## config.mk

```make
export PLATFORM = sky130hd
export DESIGN_NAME = fire_expand_seq
export DESIGN_NICKNAME = d
export VERILOG_FILES = /design/src/rtl/fire_expand_seq.sv
export SDC_FILE = /design/constraint.sdc
export NUM_CORES = 1
export LEC_CHECK = 0
export BUFFER_PORTS_ARGS = -buffer_cell sky130_fd_sc_hd__buf_2
export CORE_ASPECT_RATIO = 1.4
export CORE_MARGIN = 3
export CORE_UTILIZATION = 40
export DETAILED_ROUTE_END_ITERATION = 12
export HOLD_SLACK_MARGIN = 0.03
export PLACE_DENSITY = 0.67
export SYNTH_ARGS = -nofsm -noshare
export SYNTH_HDL_FRONTEND = slang
export SYNTH_SLANG_ARGS = --single-unit
```

## constraint.sdc

```tcl
create_clock -name clk -period 4.5 [get_ports clk]
set_clock_uncertainty 0.2 [all_clocks]
set_input_delay 0.45 -clock clk [delete_from_list [all_inputs] [get_ports clk]]
set_output_delay 0.45 -clock clk [all_outputs]
set_load 0.02 [all_outputs]
```

## src/rtl/fire_expand_seq.sv

```systemverilog
// Window/tap address sequencer for a KxK stride-1 convolution layer with zero padding.
// Issues one tap per non-stalled cycle and tags MAC results with their output pixel.
module fire_expand_seq #(
  parameter int W_IN       = 64,
  parameter int CHIN       = 16,
  parameter int KERNEL_DIM = 3,
  parameter int LAT        = 2,
  localparam int TAPS = KERNEL_DIM * KERNEL_DIM * CHIN,
  localparam int PIX  = W_IN * W_IN,
  localparam int AW   = (PIX * CHIN > 1) ? $clog2(PIX * CHIN) : 1,
  localparam int WW   = (TAPS > 1) ? $clog2(TAPS) : 1,
  localparam int XW   = (W_IN > 1) ? $clog2(W_IN) : 1
) (
  input  logic          clk,
  input  logic          rst,
  input  logic          start,
  input  logic          stall,
  output logic [AW-1:0] ifm_addr,
  output logic          pad_zero,
  output logic [WW-1:0] weight_addr,
  output logic          mac_clr,
  output logic          sample_valid,
  output logic [XW-1:0] out_x,
  output logic [XW-1:0] out_y,
  output logic          busy,
  output logic          done
);

  localparam int PAD = (KERNEL_DIM - 1) / 2;
  localparam int CW  = (CHIN > 1) ? $clog2(CHIN) : 1;
  localparam int KW  = (KERNEL_DIM > 1) ? $clog2(KERNEL_DIM) : 1;

  typedef enum logic [1:0] {IDLE, RUN, DRAIN, DONE} state_t;

  state_t        state_q, state_d;
  logic [CW-1:0] c_q;
  logic [KW-1:0] kx_q, ky_q;
  logic [WW-1:0] t_q;
  logic [XW-1:0] x_q, y_q;

  logic          vld_p [LAT];
  logic [XW-1:0] x_p   [LAT];
  logic [XW-1:0] y_p   [LAT];

  logic issue;
  logic last_c, last_kx, last_ky, last_tap, last_x, last_y;
  logic last_win_out;

  assign issue    = (state_q == RUN) && !stall;
  assign last_c   = (c_q  == CW'(CHIN - 1));
  assign last_kx  = (kx_q == KW'(KERNEL_DIM - 1));
  assign last_ky  = (ky_q == KW'(KERNEL_DIM - 1));
  assign last_tap = last_c && last_kx && last_ky;
  assign last_x   = (x_q == XW'(W_IN - 1));
  assign last_y   = (y_q == XW'(W_IN - 1));

  assign sample_valid = vld_p[LAT-1] && !stall;
  assign out_x        = x_p[LAT-1];
  assign out_y        = y_p[LAT-1];
  assign last_win_out = (x_p[LAT-1] == XW'(W_IN - 1)) && (y_p[LAT-1] == XW'(W_IN - 1));

  always_ff @(posedge clk or posedge rst) begin
    if (rst) state_q <= IDLE;
    else     state_q <= state_d;
  end

  always_comb begin
    state_d = state_q;
    busy    = 1'b0;
    done    = 1'b0;
    case (state_q)
      IDLE: begin
        if (start) state_d = RUN;
      end
      RUN: begin
        busy = 1'b1;
        if (issue && last_tap && last_x && last_y) state_d = DRAIN;
      end
      DRAIN: begin
        busy = 1'b1;
        if (sample_valid && last_win_out) state_d = DONE;
      end
      DONE: begin
        done    = 1'b1;
        state_d = IDLE;
      end
      default: state_d = IDLE;
    endcase
  end

  // Tap/window counters: channel fastest, then kx, ky; windows x fastest, then y
  always_ff @(posedge clk or posedge rst) begin
    if (rst) begin
      c_q  <= '0;
      kx_q <= '0;
      ky_q <= '0;
      t_q  <= '0;
      x_q  <= '0;
      y_q  <= '0;
    end else if (issue) begin
      if (last_c) begin
        c_q <= '0;
        if (last_kx) begin
          kx_q <= '0;
          ky_q <= last_ky ? '0 : ky_q + 1'b1;
        end else begin
          kx_q <= kx_q + 1'b1;
        end
      end else begin
        c_q <= c_q + 1'b1;
      end
      t_q <= last_tap ? '0 : t_q + 1'b1;
      if (last_tap) begin
        if (last_x) begin
          x_q <= '0;
          y_q <= last_y ? '0 : y_q + 1'b1;
        end else begin
          x_q <= x_q + 1'b1;
        end
      end
    end
  end

  // Stage _p0.._p(LAT-1): window tag follows the MAC latency, frozen under stall
  always_ff @(posedge clk or posedge rst) begin
    if (rst) begin
      for (int i = 0; i < LAT; i++) begin
        vld_p[i] <= 1'b0;
        x_p[i]   <= '0;
        y_p[i]   <= '0;
      end
    end else if (!stall) begin
      vld_p[0] <= issue && last_tap;
      x_p[0]   <= x_q;
      y_p[0]   <= y_q;
      for (int i = 1; i < LAT; i++) begin
        vld_p[i] <= vld_p[i-1];
        x_p[i]   <= x_p[i-1];
        y_p[i]   <= y_p[i-1];
      end
    end
  end

  // Address generation for the tap currently presented (held while stalled)
  always_comb begin
    int ix;
    int iy;
    ix          = 0;
    iy          = 0;
    ifm_addr    = '0;
    pad_zero    = 1'b0;
    weight_addr = '0;
    mac_clr     = 1'b0;
    if (state_q == RUN) begin
      weight_addr = t_q;
      mac_clr     = (t_q == '0) && !stall;
      ix = int'(x_q) + int'(kx_q) - PAD;
      iy = int'(y_q) + int'(ky_q) - PAD;
      if (ix >= 0 && ix < W_IN && iy >= 0 && iy < W_IN) begin
        ifm_addr = AW'((iy * W_IN + ix) * CHIN + int'(c_q));
      end else begin
        pad_zero = 1'b1;
      end
    end
  end

endmodule
```

==> flow_metrics.env <==
export IMPL_cts_sinks=56
export IMPL_num_vias=2710
export IMPL_holdBufCountCts=0
export IMPL_antenna_cells=0
export IMPL_pin_count=45
export IMPL_yosysWarnings=0
export IMPL_ys_types=51
export IMPL_setup_worst_path_end_class="primary output"
export IMPL_synthTopCellsByArea="dfrtp_1 38%, ha_1 13%, o21ai_0 5.1%, mux2_2 4.0%, inv_1 3.9%"
export IMPL_max_cap_violations=0
export IMPL_n_fill_cell=843
export IMPL_clk_pin_slew_worst_paths_ns=0.07
export IMPL_hold_violations=0
export IMPL_postCtsSetupBuffers=0
export IMPL_slew_headroom=0.534
export IMPL_areaGrowthSynthToFinish_pct=11.5
export IMPL_drt_antenna_violating_nets=0
export IMPL_worst_pin_slew_ns=0.697
export IMPL_dp_hpwl_mm=5.52
export IMPL_power_density_mw_per_mm2=367
export IMPL_grt_ovfl_total=0
export IMPL_synth_avg_cell_area_um2=9.55
export IMPL_status="finished clean"
export IMPL_track_usage=0.147
export IMPL_drt_iter0_drc=120
export IMPL_synthCells=383
export IMPL_die_w_um=86.8
export IMPL_clock_path_buffers=2
export IMPL_start_util=0.418
export IMPL_final_nets=461
export IMPL_setup_viol=0
export IMPL_post_route_period_util=0.952
export IMPL_ys_ff_latch=56
export IMPL_grt_pass1_wl_mm=12.4
export IMPL_path_delay_family="adder cells"
export IMPL_setup_worst_path_start_class="flop"
export IMPL_fmax_mhz=233
export IMPL_core_area_mm2=0.00876
export IMPL_fin_crit_ns=4.28
export IMPL_synth_ff_type="dfrtp_1"
export IMPL_grt_max_degree=57
export IMPL_required_ns=3.85
export IMPL_crit_path_max_incr_delay_ns=0.41
export IMPL_yosysTopAreaCell="dfrtp_1"
export IMPL_yosysSeqAreaShare=0.383
export IMPL_syn_nets=428
export IMPL_clockRootBuffer="clkbuf_16"
export IMPL_slowest_stage="fa_1"
export IMPL_port_buffers=44
export IMPL_syn_area_mm2=0.00366
export IMPL_synth_edff_count=0
export IMPL_place_congestion=0.781
export IMPL_critPathBufInv=4
export IMPL_grt_pass1_vias=2716
export IMPL_synth_top_area_share=0.383
export IMPL_vdd_drop_max_mv=0.245
export IMPL_synth_async_sr_flop_share=1.00
export IMPL_synthTopCellsByCount="56 x dfrtp_1, 38 x ha_1, 38 x inv_1, 38 x nand2_1, 37 x o21ai_0"
export IMPL_viasPerCell=5.19
export IMPL_die_area_mm2=0.0103
export IMPL_firstDrtPassIters=5
export IMPL_rsz0062_at_grt="yes"
export IMPL_cts_htree_levels=2
export IMPL_num_rows=40
export IMPL_wl_mm=7.27
export IMPL_crit_top_cell="ha_1"
export IMPL_crit_arrival_ns=3.63
export IMPL_path_class="flop to primary output"
export IMPL_fin_cells=522
export IMPL_critPathMaxFanout=5
export IMPL_cts_made_buffers=5
export IMPL_hold_class="input pin to async pin"
export IMPL_dp_cells=514
export IMPL_utilization=0.466
export IMPL_p_leak_nw=2.01
export IMPL_path_cells="inv_1 > ha_1 > inv_1 > ha_1 > fa_1 > a21oi_1 > o211ai_1 > inv_2 > ha_1 > a211oi_1 > o21bai_1 > a21oi_1 > xnor3_1 > and2_1 > buf_2"
export IMPL_route_detailed_drc=0
export IMPL_tritoncts="done"
export IMPL_drive_gt1_frac=0.206
export IMPL_final_max_slew_viol_count=0
export IMPL_wire_per_inst_um=13.9
export IMPL_die_height_um=119
export IMPL_clk_latency_ns=0.29
export IMPL_synth_most_common_cell="dfrtp_1"
export IMPL_grt_antenna_before_repair=0
routing by layer:
layer  GRT usage  share of wire  vias up
met4      0.0575          0.020        0
li1            -              -     1375
met3      0.0201          0.029       10
met2       0.253           0.51       41
met5           0              0        -
met1       0.183           0.45     1284
logic make-up (layout without fill, tap and decap cells):
logic type	after synthesis	in the layout	share of synthesized area
and+or+nand+nor	123	123	0.181
AOI/OAI and AO/OA	74	74	0.130
buffers and inverters	60	94	0.0766
DFF	56	56	0.383
adders and majority gates	41	41	0.146
xor gates and xnor gates	15	15	0.0397
muxes	14	14	0.0431
cells in the final DEF (no fill, tap or decap), types with 4 or more instances in the layout:
cell,netlist,layout
a211oi_1,5,4
clkbuf_16,0,5
buf_2,2,44
nand4_1,4,4
a21o_1,7,7
dfrtp_1,56,56
inv_1,38,36
o21ai_0,37,37
nor4_1,8,8
nor2_1,14,14
nand2_1,38,38
a21oi_1,9,9
and2_1,11,11
nand3_1,15,15
xor2_1,5,5
buf_4,12,4
nor3_1,7,7
and2_4,6,6
ha_1,38,38
mux2_2,13,13
xnor2_1,9,9
where the power goes:
| part | total, mW | switching (mW) | internal, mW | leakage (nW) |
|---|---|---|---|---|
| Clock | 0.447 | 0.182 | 0.265 | 0.0804 |
| Sequential | 0.619 | 0.0608 | 0.558 | 0.683 |
| Combinational | 0.432 | 0.261 | 0.171 | 1.24 |
worst paths after layout:
path	slack, ns	end	from	cells past startpoint
worst max-delay path	0.22	ifm_addr[15]	kx_q[1]	15
worst min-delay path	0.14	t_q[7]	rst	3
worst max register to register	1.61	state_q[1]	state_q[1]	8
worst min register to register	0.28	vld_p[1]	vld_p[1]	1
max in group asynchronous	3.50	vld_p[1]	rst	3
min in group clk	0.28	vld_p[1]	vld_p[1]	1
state kept, by name, indices dropped and copies added, names as in the netlist:
register  count
c_q           4
kx_q          2
ky_q          2
out_x         6
out_y         6
state_q       2
t_q           8
vld_p         2
x_p           6
x_q           6
y_p           6
y_q           6
per-stage QoR:
stage	power (mW)	hold slack [ns]	setup TNS, ns	setup WS [ns]	cell area [um2]
floorplan	0.953	0.246	0	0.472	3660
global placement	1.05	0.261	0	0.592	3900
detailed placement	1.07	0.267	0	0.415	3900
CTS	1.52	0.174	0	0.0792	4070
global route	1.59	0.209	-0.0368	-0.0368	4080
finish	1.50	0.137	0	0.215	4080
layout make-up:
cell class,count,area [um2],share of cell area
Clock buffer,5,125,0.0307
Tap cell,105,131,0.0322
Timing Repair Buffer,48,250,0.0613
Multi-Input combinational cell,267,1980,0.486
Clock inverter,3,46.3,0.0113
Inverter,38,143,0.0350
Sequential cell,56,1400,0.344
timing repair:
| item | 4_1_cts | 5_1_grt |
|---|---|---|
| endpoints found under the setup margin | 0 | 2 |
| gates resized for setup | 0 | 2 |
| endpoints found under the hold margin | 0 | 0 |
worst register-to-register path, stage by stage, from the launching register on:
cell and delay (ns):
dfrtp_1 0.41, inv_1 0.09, ha_1 0.44, nand2b_1 0.35, nor4_2 0.34, buf_4 0.22
a21boi_1 0.13, a221oi_2 0.25, mux2_1 0.35
Note: power is estimated with default switching activity, not from simulation.
